$ cat src/rtl/tick_counter.sv
// tick_counter: modulo up/down counter driven by clkscaler strobes with reference-edge snapshot
module tick_counter #(
   parameter int               WIDTH     = 16,
   parameter logic [WIDTH-1:0] MAX_COUNT = WIDTH'(9999)
) (
   input  logic             clk,
   input  logic             reset,
   input  logic             inc_clk,
   input  logic             ref_clk,
   input  logic             enable,
   input  logic             up_down,
   input  logic             load,
   input  logic [WIDTH-1:0] load_value,
   input  logic             clear_flags,
   output logic [WIDTH-1:0] count,
   output logic [WIDTH-1:0] snapshot,
   output logic             snapshot_valid,
   output logic             overflow,
   output logic             underflow
);
   logic             inc_prev_q, ref_prev_q;
   logic [WIDTH-1:0] count_q, count_d;
   logic [WIDTH-1:0] snap_q, snap_d;
   logic             snap_vld_q, snap_vld_d;
   logic             ovf_q, ovf_d;
   logic             unf_q, unf_d;
   logic             tick, refedge;
   assign tick    = inc_clk & ~inc_prev_q;
   assign refedge = ref_clk & ~ref_prev_q;
   // next count and flags: load beats ticks; a wrap sets its flag even while clear_flags is high
   always_comb begin
      count_d    = count_q;
      ovf_d      = clear_flags ? 1'b0 : ovf_q;
      unf_d      = clear_flags ? 1'b0 : unf_q;
      snap_d     = refedge ? count_q : snap_q;
      snap_vld_d = refedge;
      if (load) begin
         count_d = (load_value > MAX_COUNT) ? MAX_COUNT : load_value;
      end else if (tick && enable && up_down) begin
         count_d = (count_q == MAX_COUNT) ? '0 : count_q + WIDTH'(1);
         ovf_d   = (count_q == MAX_COUNT) ? 1'b1 : ovf_d;
      end else if (tick && enable) begin
         count_d = (count_q == '0) ? MAX_COUNT : count_q - WIDTH'(1);
         unf_d   = (count_q == '0) ? 1'b1 : unf_d;
      end
   end
   // state registers; strobe history resets high so a strobe held through reset is not a tick
   always_ff @(posedge clk or posedge reset) begin
      if (reset) begin
         inc_prev_q <= 1'b1;
         ref_prev_q <= 1'b1;
         count_q    <= '0;
         snap_q     <= '0;
         snap_vld_q <= 1'b0;
         ovf_q      <= 1'b0;
         unf_q      <= 1'b0;
      end else begin
         inc_prev_q <= inc_clk;
         ref_prev_q <= ref_clk;
         count_q    <= count_d;
         snap_q     <= snap_d;
         snap_vld_q <= snap_vld_d;
         ovf_q      <= ovf_d;
         unf_q      <= unf_d;
      end
   end
   assign count          = count_q;
   assign snapshot       = snap_q;
   assign snapshot_valid = snap_vld_q;
   assign overflow       = ovf_q;
   assign underflow      = unf_q;
endmodule

$ cat config.mk
export PLATFORM = sky130hd
export DESIGN_NAME = tick_counter
export DESIGN_NICKNAME = d
export VERILOG_FILES = /design/src/rtl/tick_counter.sv
export SDC_FILE = /design/constraint.sdc
export NUM_CORES = 1
export LEC_CHECK = 0
export CORE_UTILIZATION = 32
export CTS_CLUSTER_SIZE = 14
export DETAILED_ROUTE_END_ITERATION = 16
export GPL_ROUTABILITY_DRIVEN = 0
export SYNTH_ARGS = -nofsm -noshare
export SYNTH_HDL_FRONTEND = slang
export SYNTH_SLANG_ARGS = --single-unit
export TNS_END_PERCENT = 10
$ cat constraint.sdc
create_clock -name clk -period 2.8 [get_ports clk]
set_input_delay 0.56 -clock clk [delete_from_list [all_inputs] [get_ports clk]]
set_output_delay 0.56 -clock clk [all_outputs]
set_load 0.05 [all_outputs]
==> results.tsv, run 1 <==
stage	metric	value	unit
finish	fillers	741	
finish	drive_gt1_frac	0.128	
synthesis	synth_compound_area_frac	0.212	
timing	rsz0062_at_grt	no	
global_routing	grtUsageMet1	0.287	
power_and_ir_drop	ir_worst_vdd	0.165	mV
synthesis	synth_edf_count	0	
synthesis	synthFlopType	dfrtp_1	
timing	hold_viol	0	
synthesis	synth_xor_area_frac	0.0255	
power_and_ir_drop	total_power	1.46	mW
finish	regArea	928	um^2
synthesis	synth_top_family_by_area	simple AND/OR/NAND/NOR gates	
setup_path	crit_path_end_kind	flip-flop	
global_routing	busiest_layer	met2	
synthesis	ys_warn_count	0	
global_routing	first_global_vias	2309	
synthesis	ys_seq_area_frac	0.386	
power_and_ir_drop	power_frac_comb	0.319	
synthesis	yosys-top-cells-area	dfrtp_1 36%, o21ai_0 4.6%, mux2_2 4.2%	
placed_design	portBuffers	58	
synthesis	yosysMostFrequentCell	dfrtp_1	
finish	syn_to_final_growth	35.8	%
synthesis	synth-simple-area-share	0.248	
route	wl	7500	um
setup_path	critPathMaxFanout	8	
synthesis	synth_fp_nets	305	
power_and_ir_drop	leakagePower	1.30	nW
power_and_ir_drop	seqPwrFrac	0.428	
synthesis	netlist_instances	279	
clock_network	root_buffer	clkbuf_8	
clock_network	cts_buffer_depth	2	
route	wl_per_cell	16.9	um
finish	n_antenna_cell	0	
global_routing	grt_max_degree	38	
global_routing	grt-ovfl-total	0	
setup_path	arrival	2.83	ns
die	die_x	88.6	um
synthesis	avgSynthCellArea	8.61	um^2
clock_network	htree_levels	2	
power_and_ir_drop	intPower	920	uW
finish	post-route-cell-area	3260	um^2
route	dr.first_iter.drc_count	354	
clock_network	numCtsBuffers	5	
die	coreArea	7250	um^2
timing	tightest_slew	0.696	ns
power_and_ir_drop	clkPwrFrac	0.253	
setup_path	required	3.00	ns
route	vias	2545	
clock_network	cts_tree	yes	
die	fp.dieH	88.6	um
route	ant_nets	0	
timing	finalSetupTns	0	ns
die	start_util	0.331	
synthesis	ys_ff_latch	37	
placed_design	hpwl	5530	um
synthesis	synth.distinct_cells	53	
synthesis	yosys.area.top_type_share	0.365	
placed_design	placed_cell_area	3180	um^2
global_routing	grt_util_met2	0.308	
finish	multi_input_area	1340	um^2
clock_network	clock-sinks	37	
global_routing	grtUsageTotal	0.207	
synthesis	yosysTopAreaCell	dfrtp_1	
die	die-area	7860	um^2
global_routing	antenna_found_initial	0	
timing	maxSlewViolCount	0	
power_and_ir_drop	switching_power	543	uW
synthesis	synthArstFlopShare	1.00	
synthesis	ys_top_cells_by_count	35 x dfrtp_1, 25 x nand2_1, 22 x nor2_1, 22 x o21ai_0, 18 x clkbuf_1	
timing	finClkSkew	0.00334	ns
die	ios	59	
power_and_ir_drop	netSwitchingFraction	0.371	
finish	fin_nets	370	
outcome	status	finished, final reports clean	
synthesis	synth-adder-area-share	0.0104	
finish	final_cells	444	
route	drc	0	
setup_path	path_class	flip-flop to flip-flop	
global_routing	use_met3	0.0457	
synthesis	synth_area	2400	um^2
hold_path	hold_class	flip-flop to flip-flop	
route	vias_per_cell	5.73	
clock_network	clock_latency	0.30	ns
setup_path	start_kind	flip-flop	
timing	fin_crit	2.63	ns
die	rows	31	
run	maxCapViolCount	0	
synthesis	synthMuxAreaShare	0.0589	
global_routing	grt_pass1_wl	12100	um
timing	fmax	380	MHz
clock_network	post_cts_buffers	0	
route	first_pass_iters	5	
timing	fin_crit_sh	0.941	
placed_design	place_inst	436	
timing	report.final.setup_viol	0	
timing	relSlewSlack	0.536	
clock_network	clkTransAtPathRegs	0.07	ns
power_and_ir_drop	power_density	449	nW/um^2
[power by group through the flow]
stage	sequential, mW	clock (mW)	combinational (mW)
3_5_place_dp	0.635	0	0.466
3_3_place_gp	0.635	0	0.463
4_1_cts	0.624	0.380	0.468
5_1_grt	0.631	0.406	0.499
6_report	0.626	0.371	0.467
2_1_floorplan	0.753	0	0.162
[state kept, by name, indices dropped and copies added (netlist names)]
| name | flops |
|---|---|
| count | 16 |
| snapshot | 16 |
| snapshot_valid | 1 |
| overflow | 1 |
| underflow | 1 |
| inc_prev_q | 1 |
| ref_prev_q | 1 |
[routing by layer]
layer  share of wire  vias to the layer above
met1            0.44                     1186
met5               0                        -
li1                -                     1180
met4           0.029                        0
met3           0.091                       23
met2            0.44                      156
[metrics by stage]
stage	hold WS, ns	util	worst slack [ns]
3_3_place_gp	0.464	0.438	0.268
5_1_grt	0.502	0.450	0.0666
3_5_place_dp	0.471	0.438	0.134
2_1_floorplan	0.564	-	0.134
6_report	0.478	0.450	0.166
4_1_cts	0.489	0.449	0.113
[what timing repair did]
item / 4_1_cts / 5_1_grt
gates resized for setup: 0 / 1
hold buffers: 0 / 0
endpoints found under the setup margin: 0 / 1
[area by class of cell]
cell class,count,area share
inverter,14,0.0161
clock buffer,6,0.0222
multi-input combinational,207,0.410
clock inverter,2,0.00307
timing repair buffer,79,0.226
tap,99,0.0380
sequential,37,0.285
[cell families after synthesis]
logic type,after synthesis
simple gates,109
xor+xnor,7
fa+ha+maj,2
buf+inv,35
compound gates,76
flops,37
mux,13
[worst max-delay path, stage by stage, from the launching register on]
cell and delay, ns:
dfrtp_1 0.46, inv_1 0.13, ha_1 0.24, or4b_4 0.53, or4_4 0.59, o21ai_4 0.19
o31ai_1 0.09, a221oi_1 0.30
[layout by cell type, fill, tap and decap left out, types with 3 or more instances in the layout]
master / n
a21oi_1: 12
a22oi_1: 3
clkdlybuf4s50_1: 58
nor3_1: 15
buf_4: 21
dfrtp_1: 35
a32oi_1: 3
nand3_1: 4
nand4_1: 7
clkbuf_8: 5
inv_1: 14
o22ai_1: 3
xor2_1: 6
mux2i_1: 4
a221oi_1: 4
or3_1: 5
nor2_1: 22
o31ai_1: 8
o211ai_1: 5
o21ai_0: 22
or4_1: 4
nand2_1: 25
nor4_1: 9
mux2_2: 9
[path summary, 6_finish.rpt]
check,slack [ns],from,to,cells after the start
setup / recovery,0.17,count[0],count[3],7
hold / removal,0.48,snapshot[4],snapshot[4],2
setup reg to reg,0.17,count[0],count[3],7
hold reg to reg,0.48,snapshot[4],snapshot[4],2
max in group asynchronous,1.77,reset,inc_prev_q,3
min in group asynchronous,0.67,reset,snapshot[15],3
(Power assumes the default switching activity.)
==> run 2, diff against run 1 <==
--- a/config.mk
+++ b/config.mk
@@ -5,6 +5,7 @@
 export SDC_FILE = /design/constraint.sdc
 export NUM_CORES = 1
 export LEC_CHECK = 0
+export ABC_AREA = 1
 export CORE_UTILIZATION = 32
 export CTS_CLUSTER_SIZE = 14
 export DETAILED_ROUTE_END_ITERATION = 16
==> run 2 against run 1 <==
Compared with the run above:
- sequential power increased by 3%
- sequential share of layout area decreased by 1.7 points
- non-clock buffer count decreased by 15
- cell area increased by 6.2%
- largest power group unchanged
==> results.tsv, run 2 <==
stage	metric	value	unit	change
power_and_ir_drop	leakagePower	1.60	nW	was 1.30 nW
die	rows	32		was 31
global_routing	grtUsageTotal	0.196		was 0.207
die	ios	59		unchanged
finish	final_cells	565		was 444
placed_design	hpwl	6310	um	was 5530 um
setup_path	start_kind	flip-flop		unchanged
setup_path	path_cells	clkdlybuf4s50_1		was inv_1 -> ha_1 -> or4b_4 -> or4_4 -> o21ai_4 -> o31ai_1 -> a221oi_1
synthesis	synth.distinct_cells	26		was 53
timing	finClkSkew	0.00435	ns	was 0.00334 ns
hold_path	hold_class	flip-flop to flip-flop		unchanged
power_and_ir_drop	power_density	492	nW/um^2	was 449 nW/um^2
clock_network	cts-hold-fix-buffers	0		unchanged
timing	fin_crit	2.31	ns	was 2.63 ns
clock_network	htree_levels	2		unchanged
placed_design	portBuffers	58		unchanged
route	vias_per_cell	5.01		was 5.73
timing	rsz0062_at_grt	no		unchanged
setup_path	path_class	flip-flop to primary output		was flip-flop to flip-flop
route	drc	0		unchanged
setup_path	critPathMaxFanout	9		was 8
finish	syn_to_final_growth	30.8	%	was 35.8%
setup_path	required	2.24	ns	was 3.00 ns
clock_network	clkTransAtPathRegs	0.07	ns	about the same
timing	hold_viol	0		unchanged
global_routing	grt-ovfl-total	0		unchanged
clock_network	post_cts_buffers	0		unchanged
placed_design	place_inst	557		was 436
synthesis	netlist_instances	403		was 279
timing	maxSlewViolCount	0		unchanged
timing	report.final.setup_viol	0		unchanged
clock_network	root_buffer	clkbuf_8		unchanged
clock_network	cts_buffer_depth	2		unchanged
synthesis	ys_warn_count	0		unchanged
timing	fin_crit_sh	0.826		was 0.941
timing	tightest_slew	0.747	ns	was 0.696 ns
route	first_pass_iters	6		was 5
synthesis	yosys.area.top_type_share	0.331		was 0.365
die	die-area	8640	um^2	was 7860 um^2
route	wl	8070	um	was 7500 um
finish	final_common_cell	nand2_1		was clkdlybuf4s50_1
synthesis	ys_top_cells_by_count	123 x nand2_1, 47 x nor2_1, 37 x nand3_1		was 35 x dfrtp_1, 25 x nand2_1, 22 x nor2_1, 22 x o21ai_0, 18 x clkbuf_1
clock_network	numCtsBuffers	5		unchanged
setup_path	arrival	1.75	ns	was 2.83 ns
timing	finalSetupTns	0	ns	unchanged
synthesis	yosys-top-cells-area	dfrtp_1 33%, nand2_1 17%, nand3_1 7.0%		was dfrtp_1 36%, o21ai_0 4.6%, mux2_2 4.2%
setup_path	crit_slowest_cell	clkdlybuf4s50_1		was or4_4
route	vias	2829		was 2545
synthesis	ys_seq_area_frac	0.351		was 0.386
finish	drive_gt1_frac	0.106		was 0.128
global_routing	antenna_found_initial	0		unchanged
synthesis	ys_ff_latch	37		unchanged
timing	holdWs	0.484	ns	was 0.478 ns
synthesis	synthFlopType	dfrtp_1		unchanged
route	ant_nets	0		unchanged
run	maxCapViolCount	0		unchanged
finish	fin_nets	488		was 370
finish	n_antenna_cell	0		unchanged
setup_path	path_buf_inv	1		unchanged
clock_network	cts_resized	0		unchanged
synthesis	synth_fp_nets	429		was 305
setup_path	path_delay_family	buffers and inverters		was simple AND/OR/NAND/NOR gates
synthesis	synth_edf_count	0		unchanged
setup_path	crit_path_end_kind	primary output		was flip-flop
outcome	status	finished, final reports clean		unchanged
synthesis	synthArstFlopShare	1.00		unchanged
clock_network	clock_latency	0.30	ns	about the same
global_routing	grt_max_degree	38		unchanged
clock_network	cts_tree	yes		unchanged
synthesis	yosysTopAreaCell	dfrtp_1		unchanged
synthesis	avgSynthCellArea	6.57	um^2	was 8.61 um^2
finish	final_cell_mix	123 x nand2_1, 58 x clkdlybuf4s50_1, 47 x nor2_1		was 58 x clkdlybuf4s50_1, 35 x dfrtp_1, 25 x nand2_1
synthesis	yosysMostFrequentCell	nand2_1		was dfrtp_1
die	start_util	0.337		was 0.331
synthesis	synth_area	2650	um^2	was 2400 um^2
timing	relSlewSlack	0.501		was 0.536
clock_network	clock-sinks	37		unchanged
timing	fmax	432	MHz	was 380 MHz
power_and_ir_drop	ir_worst_vdd	0.178	mV	was 0.165 mV
die	coreArea	7850	um^2	was 7250 um^2
route	wl_per_cell	14.3	um	was 16.9 um
global_routing	first_global_vias	2634		was 2309
die	fp.dieH	93.0	um	was 88.6 um
setup_path	max_stage_delay	0.89	ns	was 0.59 ns
global_routing	grt_pass1_wl	13100	um	was 12100 um
route	dr.first_iter.drc_count	233		was 354
die	die_x	93.0	um	was 88.6 um
## run 2: cell count changes after synthesis, moves of 9 or more
cell,change
inv_1,+20
nand2_1,+98
nand3_1,+33
nor2_2,+10
mux2_2,-9
nor2_1,+25
nor4_1,-9
inv_2,+10
clkbuf_1,-13
nor3_1,-10
## run 2: metrics by stage
| stage | area, um^2 | utilization | setup slack (ns) | power [mW] |
|---|---|---|---|---|
| 3_5_place_dp | 3350 | 0.426 | 0.497 | 1.22 |
| 4_1_cts | 3460 | 0.441 | 0.493 | 1.71 |
| 5_1_grt | 3460 | 0.441 | 0.446 | 1.79 |
| 3_3_place_gp | 3350 | 0.426 | 0.568 | 1.22 |
| 6_report | 3460 | 0.441 | 0.487 | 1.70 |
| 2_1_floorplan | 2650 | - | 0.954 | 1.02 |
## run 2: cells by family after synthesis
family | count (synthesis) | synth area share
buffers and inverters | 56 | 0.0827
xor gates and xnor gates | 9 | 0.0298
adders and majority gates | 2 | 0.00945
and+or+nand+nor | 250 | 0.428
DFF | 37 | 0.351
AOI/OAI and AO/OA | 49 | 0.0997
## run 2: final timing paths
kind | startpoint | endpoint | slack (ns) | cells after the start
worst max-delay path | count[8] | count[8] | 0.49 | 1
worst min-delay path | snapshot[10] | snapshot[10] | 0.48 | 2
worst max register to register | count[0] | count[3] | 0.86 | 10
worst min register to register | snapshot[10] | snapshot[10] | 0.48 | 2
max in group asynchronous | reset | inc_prev_q | 1.77 | 3
min in group asynchronous | reset | snapshot[0] | 0.68 | 3
## run 2: cell type report
cell class / instances / area, um^2
inverters: 44 / 165
clock buffers: 7 / 86.3
fillers: 875 / 4380
clock inverters: 1 / 30.0
multi-input cells: 310 / 1500
flip-flops and latches: 37 / 928
well taps: 102 / 128
repair buffers: 64 / 626
## run 2: where the power goes
| part | total [mW] | internal [mW] | switching (mW) |
|---|---|---|---|
| Combinational | 0.574 | 0.191 | 0.383 |
| Clock | 0.486 | 0.290 | 0.196 |
| Sequential | 0.643 | 0.581 | 0.0616 |
| Total | 1.70 | 1.06 | 0.641 |
## run 2: per-layer routing
layer,vias to the layer above,wire (um),track usage
met2,166,3340,0.297
met1,1226,3820,0.278
met3,20,731,0.0345
met4,0,172,0.0667
met5,-,0,0
li1,1417,-,-
